### config.mk
export PLATFORM = sky130hd
export DESIGN_NAME = pwrseq_multi
export DESIGN_NICKNAME = d
export VERILOG_FILES = /design/src/rtl/pwrseq_multi.sv
export SDC_FILE = /design/constraint.sdc
export NUM_CORES = 1
export LEC_CHECK = 0
export CAP_MARGIN = 0
export CORE_MARGIN = 2
export CORE_UTILIZATION = 40
export DETAILED_ROUTE_END_ITERATION = 16
export PLACE_DENSITY = 0.64
export RECOVER_POWER = 100
export SLEW_MARGIN = 0
export SYNTH_ARGS = -nofsm -noshare
export SYNTH_HDL_FRONTEND = slang
export SYNTH_SLANG_ARGS = --single-unit
### constraint.sdc
create_clock -name CLK_IN -period 5.2 [get_ports CLK_IN]
set_input_delay 1.04 -clock CLK_IN [delete_from_list [all_inputs] [get_ports CLK_IN]]
set_output_delay 1.04 -clock CLK_IN [all_outputs]
set_load 0.05 [all_outputs]
### src/rtl/pwrseq_multi.sv
// pwrseq_multi: N-rail power sequencer with fault classification, bounded retry and latched lockout
module pwrseq_multi #(
    parameter int RAIL_COUNT    = 8,
    parameter int COUNTER_SIZE  = 20,
    parameter int T_MAX_WAIT    = 825000,
    parameter int T_DELAY_ON    = 4125,
    parameter int T_DELAY_OFF   = 4125,
    parameter int T_RETRY       = 412500,
    parameter int RETRY_MAX     = 2,
    parameter bit EN_ACTIVE_LOW = 1'b1
) (
    input  logic                  CLK_IN,
    input  logic                  RST_N,
    input  logic [RAIL_COUNT-1:0] PGOOD_A,
    input  logic                  SYSEN_A,
    input  logic                  FAULT_CLR,
    output logic [RAIL_COUNT-1:0] EN,
    output logic                  SYSGOOD,
    output logic                  FAULT,
    output logic [1:0]            FAULT_TYPE,
    output logic [3:0]            FAULT_RAIL,
    output logic [RAIL_COUNT-1:0] FAULT_PGOOD,
    output logic [1:0]            RETRY_CNT,
    output logic                  LOCKOUT,
    output logic [3:0]            STATE
);
    typedef enum logic [3:0] {
        S_OFF       = 4'd0,
        S_STEP_ON   = 4'd1,
        S_WAIT_PG   = 4'd2,
        S_DELAY_ON  = 4'd3,
        S_ON        = 4'd4,
        S_STEP_OFF  = 4'd5,
        S_DELAY_OFF = 4'd6,
        S_FAULT_OFF = 4'd7,
        S_HOLDOFF   = 4'd8,
        S_LOCKOUT   = 4'd9
    } state_t;

    localparam logic [COUNTER_SIZE-1:0] LIM_WAIT  = COUNTER_SIZE'(T_MAX_WAIT);
    localparam logic [COUNTER_SIZE-1:0] LIM_ON    = COUNTER_SIZE'(T_DELAY_ON);
    localparam logic [COUNTER_SIZE-1:0] LIM_OFF   = COUNTER_SIZE'(T_DELAY_OFF);
    localparam logic [COUNTER_SIZE-1:0] LIM_RETRY = COUNTER_SIZE'(T_RETRY);
    localparam logic [3:0]              LAST      = 4'(RAIL_COUNT - 1);
    localparam logic [1:0]              RMAX      = 2'(RETRY_MAX);

    state_t                  state, state_nx;
    logic [RAIL_COUNT-1:0]   pg_m, pg, en_r, idx_bit, lost;
    logic                    sys_m, sysen, pg_idx;
    logic [3:0]              idx, f_rail;
    logic [1:0]              f_type;
    logic [COUNTER_SIZE-1:0] timer;

    function automatic logic [3:0] lowest(input logic [RAIL_COUNT-1:0] m);
        lowest = '0;
        for (int i = RAIL_COUNT - 1; i >= 0; i--)
            if (m[i]) lowest = 4'(i);
    endfunction

    assign idx_bit = RAIL_COUNT'(1) << idx;
    assign pg_idx  = |(pg & idx_bit);
    // While waiting on rail IDX only the rails below it must already be good
    assign lost    = en_r & ~pg & ((state == S_WAIT_PG) ? idx_bit - RAIL_COUNT'(1) : '1);
    assign EN      = EN_ACTIVE_LOW ? ~en_r : en_r;
    assign LOCKOUT = state == S_LOCKOUT;
    assign STATE   = state;

    // Two-flop synchronisers for the asynchronous PGOOD and SYSEN inputs
    always_ff @(posedge CLK_IN or negedge RST_N)
        if (!RST_N) begin
            {pg, pg_m}     <= '0;
            {sysen, sys_m} <= '0;
        end else begin
            {pg, pg_m}     <= {pg_m, PGOOD_A};
            {sysen, sys_m} <= {sys_m, SYSEN_A};
        end

    // Next-state decode; a classified fault overrides every other transition
    always_comb begin
        state_nx = state;
        f_type   = 2'b00;
        f_rail   = '0;
        case (state)
            S_OFF:       if (sysen && !FAULT) state_nx = S_STEP_ON;
            S_STEP_ON:   state_nx = S_WAIT_PG;
            S_WAIT_PG:
                if (|lost) begin
                    f_type = 2'b10;
                    f_rail = lowest(lost);
                end else if (timer == LIM_WAIT && !pg_idx) begin
                    f_type = 2'b01;
                    f_rail = idx;
                end else if (pg_idx) state_nx = (idx == LAST) ? S_ON : S_DELAY_ON;
                else if (!sysen) state_nx = S_STEP_OFF;
            S_DELAY_ON:
                if (|lost) begin
                    f_type = 2'b10;
                    f_rail = lowest(lost);
                end else if (!sysen) state_nx = S_STEP_OFF;
                else if (timer == LIM_ON) state_nx = S_STEP_ON;
            S_ON:
                if (|lost) begin
                    f_type = 2'b11;
                    f_rail = lowest(lost);
                end else if (!sysen) state_nx = S_STEP_OFF;
            S_STEP_OFF:  state_nx = (idx == 4'd0) ? S_OFF : S_DELAY_OFF;
            S_DELAY_OFF: if (timer == LIM_OFF) state_nx = S_STEP_OFF;
            S_FAULT_OFF: if (en_r == '0) state_nx = (RETRY_CNT < RMAX) ? S_HOLDOFF : S_LOCKOUT;
            S_HOLDOFF:   state_nx = !sysen ? S_OFF : (timer == LIM_RETRY) ? S_STEP_ON : S_HOLDOFF;
            S_LOCKOUT:   if (FAULT_CLR && !sysen) state_nx = S_OFF;
            default:     state_nx = S_OFF;
        endcase
        if (f_type != 2'b00) state_nx = S_FAULT_OFF;
    end

    // State register and shared timer, cleared on every state change and saturating at all-ones
    always_ff @(posedge CLK_IN or negedge RST_N)
        if (!RST_N) begin
            state <= S_OFF;
            timer <= '0;
        end else begin
            state <= state_nx;
            timer <= (state_nx != state) ? '0 : (&timer) ? timer : timer + COUNTER_SIZE'(1);
        end

    // Rail index and enable vector; fault shutdown drops the top rail every cycle
    always_ff @(posedge CLK_IN or negedge RST_N)
        if (!RST_N) begin
            idx  <= '0;
            en_r <= '0;
        end else
            case (state)
                S_OFF, S_HOLDOFF: idx <= '0;
                S_STEP_ON:        en_r <= en_r | idx_bit;
                S_DELAY_ON:       if (state_nx == S_STEP_ON) idx <= idx + 4'd1;
                S_STEP_OFF, S_FAULT_OFF:
                    if (|en_r) begin
                        en_r <= en_r & ~idx_bit;
                        idx  <= (idx == 4'd0) ? idx : idx - 4'd1;
                    end
                S_LOCKOUT: begin
                    idx  <= '0;
                    en_r <= '0;
                end
                default: ;
            endcase

    // Fault record: the first classified fault is kept until an explicit clear
    always_ff @(posedge CLK_IN or negedge RST_N)
        if (!RST_N) begin
            FAULT       <= 1'b0;
            FAULT_TYPE  <= 2'b00;
            FAULT_RAIL  <= '0;
            FAULT_PGOOD <= '0;
        end else if ((state == S_LOCKOUT && state_nx == S_OFF) || (state == S_OFF && FAULT_CLR)) begin
            FAULT       <= 1'b0;
            FAULT_TYPE  <= 2'b00;
            FAULT_RAIL  <= '0;
            FAULT_PGOOD <= '0;
        end else if (f_type != 2'b00) begin
            FAULT <= 1'b1;
            if (FAULT_TYPE == 2'b00) begin
                FAULT_TYPE  <= f_type;
                FAULT_RAIL  <= f_rail;
                FAULT_PGOOD <= pg;
            end
        end else if (state == S_HOLDOFF && state_nx == S_STEP_ON) FAULT <= 1'b0;

    // Registered SYSGOOD and per-request retry counter
    always_ff @(posedge CLK_IN or negedge RST_N)
        if (!RST_N) begin
            SYSGOOD   <= 1'b0;
            RETRY_CNT <= 2'd0;
        end else begin
            SYSGOOD <= state == S_ON;
            if ((state == S_OFF && !sysen) || (state == S_LOCKOUT && state_nx == S_OFF)) RETRY_CNT <= 2'd0;
            else if (state == S_HOLDOFF && state_nx == S_STEP_ON && RETRY_CNT != RMAX) RETRY_CNT <= RETRY_CNT + 2'd1;
        end
endmodule

==> metrics.txt, run 1 <==
initial core utilization=0.415; fmax=0.217 GHz; minimum clock period=4600 ps; LEAKAGE=2.02 nW; drt pass-1 iters=5; Critical Path RT=5480 ps; DRT Wirelength=11400 um; number of global-route vias before repair=3480; overall die width=108 um; worst path cell trace=nor4_2 > inv_1 > ha_1 > and2_0 > o2111ai_1 > nand3_1 > or4_1 > o21ai_1 > a21oi_1 > or3_1 > nor3_4; Gates resized, CTS repair=0; Final setup viols=0; Max Cap Viol=1; register area share after synthesis=0.419; WP buf/inv=1; antenna viol nets, final=0; worst-case vdd ir drop=0.000281 V; Reg2Reg Setup Slack=600 ps; FF-to-FF End=timer[18]; largest net degree at the start of global routing=73; hold path depth=0; Top FF cell, synth=dfrtp_1; die area=11600 um^2; status=finished with violations; Initial DRC Count=313; Post-Syn Area per Cell=8.74 um^2; crit path capture type=flop; critical path peak fanout=20; first-pass GRT wire length=18300 um; Worst R2R Start=idx[0]; Filler cells=1007; RSZ-0062 raised after global routing=no; global-route usage over all layers=0.202; slowest CP cell=or3_1; global route overflow=0; share of cells above drive strength 1=0.0772; Final Cell Area=4980 um^2; post-layout util=0.480; post-synth net total=512; commonest non-fill, non-tap cell in the layout=dfrtp_1; Unique masters post-synth=69; worst r2r path cells=11; Sequential Area=1800 um^2; Core Rows=37; Core ar.=10400 um^2; GP Congestion=0.910; Area growth syn-to-layout=15.7%; Syn Inst Count=492; Hold Path Class=reg -> reg; initial antenna violation count=0; Multi-input gate area=2280 um^2; Sink Count=72; CP max stage delay=710 ps; Pins Over Slew Limit=73; CTS tree=yes; CTS H-Tree Depth=3; number of synthesized flops with an enable pin=0; CP startpoint kind=flop; commonest non-fill, non-tap cells in the layout=dfrtp_1, nand2_1, nor2_1; die height=108 um; HPWL after DPL=8080 um; cell area after synthesis=4300 um^2; clock skew=14.6 ps; Port Buffer Count=42; Final Hold Viols=0; power after layout=3.07 mW; Ports=43; routed via count=3808; Hold-fix buffers, CTS=0; Clk Latency, worst-skew pair=350 ps; root buf cell=clkbuf_8; diode count=0; cts bufs inserted=9; end of the worst hold path=sysen; asr flop ratio synth=1.00; dpl cell area=4810 um^2; hold_sp=sys_m; Post CTS Setup Buffer Count=0; post-DR vias/cell=5.71; Max Buffers Root-to-Sink=2; Top delay family on crit path=simple AND/OR/NAND/NOR gates; Synthesis Warnings=0; Crit Path Class=reg -> reg; violated checks=capacitance limit, slew limit; routed length per instance=17.1 um; Residual DRC=0; crit path DAT=4880 ps; final setup TNS=0 ps; Slew HR=-1.57; layout net count=546; Tightest Pin Transition=3860 ps; #FFs+latches synth=72; Cell Pwr Density=618 nW/um^2; final worst-path cycle share=0.885; clock-pin slew on the worst setup and hold paths=90 ps
[where the power goes]
part,switching [mW],internal (mW)
combinational,1.16,0.597
sequential,0.213,0.684
clock,0.242,0.181
[cell usage after synthesis (all sizes together) (5+ instances only)]
cell	n	area (um^2)
nand3b	5	37.5
or2	7	43.8
a21oi	43	215
nand2	56	210
clkbuf	13	48.8
nand2b	10	62.6
buf	10	60.1
nor2	50	188
o21ai	16	80.1
xor2	11	96.3
and3	5	31.3
a211oi	5	37.5
nand4	8	50.1
nand3	15	80.1
nor3	14	81.3
a31oi	8	50.1
dfrtp	72	1800
xnor2	10	87.6
or3	5	31.3
ha	7	87.6
nor2b	9	56.3
nor4	7	50.1
inv	26	97.6
[per-layer routing]
| metal | global-route usage | part of all wire | vias to the layer above |
|---|---|---|---|
| met2 | 0.319 | 0.48 | 135 |
| met5 | 0 | 0 | - |
| met1 | 0.285 | 0.45 | 1833 |
| met4 | 0.0540 | 0.0081 | 0 |
| met3 | 0.0369 | 0.057 | 12 |
| li1 | - | - | 1828 |
[registers in the layout, indices dropped and copies added, names as in the netlist]
name,count
pg,8
RETRY_CNT,2
STATE,4
timer,20
FAULT_PGOOD,8
idx,4
en_r,8
SYSGOOD,1
sysen,1
FAULT_TYPE,2
FAULT_RAIL,4
FAULT,1
sys_m,1
pg_m,8
[worst register-to-register path: stages, from the launching register on]
cell and delay, ps:
dfrtp_1 600, nor4_2 520, inv_1 180, ha_1 370, and2_0 220, o2111ai_1 240, nand3_1 230, or4_1 640
o21ai_1 440, a21oi_1 110, or3_1 710, nor3_4 280
[stage by stage]
stage / hold slack [ps] / instances / setup WS, ps
after global placement: 332 / 651 / 878
after CTS: 356 / 667 / 668
final: 350 / 667 / 597
after global routing: 354 / 667 / 230
after floorplan: 331 / 492 / 1350
after detailed placement: 336 / 651 / 703
[final cells by class]
class,instances,area share
clock buffer,9,0.0249
inverter,26,0.0196
multi-input combinational,371,0.458
timing repair buffer,46,0.0885
clock inverter,7,0.0123
tap,136,0.0342
sequential,72,0.362
[cells by family (layout without fill, tap and decap cells)]
| kind of cell | Yosys count | count (layout) | share of synthesized area |
|---|---|---|---|
| DFF | 72 | 72 | 0.419 |
| adders and majority gates | 8 | 8 | 0.0250 |
| and+or+nand+nor | 222 | 222 | 0.279 |
| muxes | 5 | 5 | 0.0125 |
| xor gates and xnor gates | 21 | 21 | 0.0428 |
| AOI/OAI and AO/OA | 115 | 115 | 0.173 |
| buffers and inverters | 49 | 88 | 0.0480 |
[worst max-delay path by stage]
stage | startpoint | to | slack, ps | cells after the start
2_1_floorplan | idx[0] | idx[1] | 1350 | 16
3_3_place_gp | idx[0] | timer[18] | 880 | 11
3_5_place_dp | idx[0] | timer[18] | 700 | 11
4_1_cts | idx[0] | timer[18] | 670 | 11
5_1_grt | RST_N | FAULT_RAIL[3] | 230 | 1
6_report | idx[0] | timer[18] | 600 | 11
Note: power is estimated with default switching activity, not from simulation.
==> inputs of run 2 (changes only) <==
--- a/config.mk
+++ b/config.mk
@@ -11,6 +11,7 @@
 export DETAILED_ROUTE_END_ITERATION = 16
 export PLACE_DENSITY = 0.64
 export RECOVER_POWER = 100
+export SKIP_CTS_REPAIR_TIMING = 1
 export SLEW_MARGIN = 0
 export SYNTH_ARGS = -nofsm -noshare
 export SYNTH_HDL_FRONTEND = slang
==> results of run 2 <==
Final layout, timing and power as in run 1 (identical DEF).
==> inputs of run 3 (changes only) <==
--- a/config.mk
+++ b/config.mk
@@ -9,7 +9,7 @@
 export CORE_MARGIN = 2
 export CORE_UTILIZATION = 40
 export DETAILED_ROUTE_END_ITERATION = 16
-export PLACE_DENSITY = 0.64
+export PLACE_DENSITY_LB_ADDON = 0.1
 export RECOVER_POWER = 100
 export SKIP_CTS_REPAIR_TIMING = 1
 export SLEW_MARGIN = 0
==> run 3 against run 2 <==
Effect of this change: critical endpoint unchanged; clock skew is 2.0 ps higher; global-route usage is 0.39 points higher; the run still ends with capacitance limit, slew limit left; sequential share of layout area is 0.055 points lower; largest power group unchanged; sequential cell count stayed put; register-to-register slack better by 60 ps; core utilization is 0.072 points higher; design area is 0.15% higher.
==> metrics.txt, run 3 (synthesis gave the netlist of run 1 again) <==
Core Rows=37; Biggest register=timer; violated checks=capacitance limit, slew limit; fmax=0.220 GHz; overall die width=108 um; number of global-route vias before repair=3559; antenna viol nets, final=0; CP startpoint kind=flop; flip-flop count of the largest register after layout=20; combinational group share of total power=0.574; die area=11600 um^2; crit path capture type=flop; RSZ-0062 raised after global routing=no; Critical Path RT=5480 ps; Residual DRC=0; Max Buffers Root-to-Sink=2; worst-case vdd ir drop=0.000267 V; Final Hold Viols=0; power after layout=3.07 mW; final setup TNS=0 ps; critical path peak fanout=20; Cell Pwr Density=617 nW/um^2; Core ar.=10400 um^2; pre-CTS WS=695 ps; commonest non-fill, non-tap cells in the layout=dfrtp_1, nand2_1, nor2_1; hold_sp=pg_m[1]; global route overflow=0; Max Cap Viol=1; largest net degree at the start of global routing=73; initial antenna violation count=0; post-DR vias/cell=5.62; Multi-input gate area=2280 um^2; FF-to-FF End=timer[18]; sequential share of power=0.286; Tightest Pin Transition=3880 ps; final worst-path cycle share=0.873; Filler cells=1017; drt pass-1 iters=4; DRT Wirelength=11500 um; hold path depth=0; Worst R2R Start=idx[3]; Final Cell Area=4980 um^2; Reg2Reg Setup Slack=660 ps; die height=108 um; NetSw=1.61 mW; minimum clock period=4540 ps; Port Buffer Count=42; layout net count=547; diode count=0; end of the worst hold path=pg[1]; Internal=1.47 mW; share of cells above drive strength 1=0.0789; initial core utilization=0.415; worst setup margin=661 ps; routed length per instance=17.2 um; Clk Latency, worst-skew pair=360 ps; Area growth syn-to-layout=15.9%; Crit Path Class=reg -> reg; LEAKAGE=2.03 nW; clock-pin slew on the worst setup and hold paths=90 ps; crit path DAT=4820 ps; Clk network pwr share=0.140; switching part of the total power=0.523; Hold Path Class=reg -> reg; commonest non-fill, non-tap cell in the layout=dfrtp_1; dpl cell area=4820 um^2; post-layout util=0.481; clock skew=16.6 ps; Ports=43; CTS tree=yes; Initial DRC Count=287; routed via count=3753; root buf cell=clkbuf_8; HPWL after DPL=8300 um; Pins Over Slew Limit=73; status=finished with violations; Sequential Area=1800 um^2; crit path launch=idx[3]; Sink Count=72; GP Congestion=0.916; Slew HR=-1.59; first-pass GRT wire length=18600 um; CTS H-Tree Depth=3; Final setup viols=0; worst r2r path cells=11; cts bufs inserted=9; global-route usage over all layers=0.206
run 3: power by group through the flow:
| stage | Clock, mW | Sequential [mW] | Combinational [mW] |
|---|---|---|---|
| after floorplan | 0 | 1.01 | 1.19 |
| after global placement | 0 | 0.895 | 1.81 |
| after detailed placement | 0 | 0.894 | 1.80 |
| after CTS | 0.446 | 0.882 | 1.81 |
| after global routing | 0.469 | 0.902 | 1.93 |
| final | 0.431 | 0.878 | 1.76 |
run 3: layer usage:
layer / GRT usage / vias to the layer above / share of wire
met5: 0 / - / 0
met4: 0.0595 / 0 / 0.016
met3: 0.0412 / 15 / 0.060
met2: 0.335 / 95 / 0.47
met1: 0.279 / 1815 / 0.45
li1: - / 1828 / -
run 3: cell type report:
cell class | instances | share of cell area
clock buffers | 9 | 0.0249
clock inverters | 7 | 0.0123
inverters | 26 | 0.0196
multi-input cells | 371 | 0.458
flip-flops and latches | 72 | 0.362
well taps | 136 | 0.0341
repair buffers | 47 | 0.0899
run 3: how the worst max path moves through the flow:
stage | end | slack (ps) | cells past startpoint
after floorplan | idx[1] | 1350 | 16
after global placement | timer[18] | 910 | 11
after detailed placement | timer[18] | 690 | 11
after CTS | timer[18] | 680 | 11
after global routing | timer[12] | 290 | 1
final | timer[18] | 660 | 11
run 3: critical path: stages (launching register included):
cell and delay, ps:
dfrtp_1 610, nor4_2 480, inv_1 180, ha_1 360
and2_0 200, o2111ai_1 230, nand3_1 230, or4_1 640
o21ai_1 430, a21oi_1 110, or3_1 720, nor3_4 280
run 3: stage by stage:
step | hold WS, ps | std cells
after detailed placement | 336 | 652
after global routing | 372 | 668
final | 356 | 668
after global placement | 334 | 652
after CTS | 360 | 668
after floorplan | 331 | 492
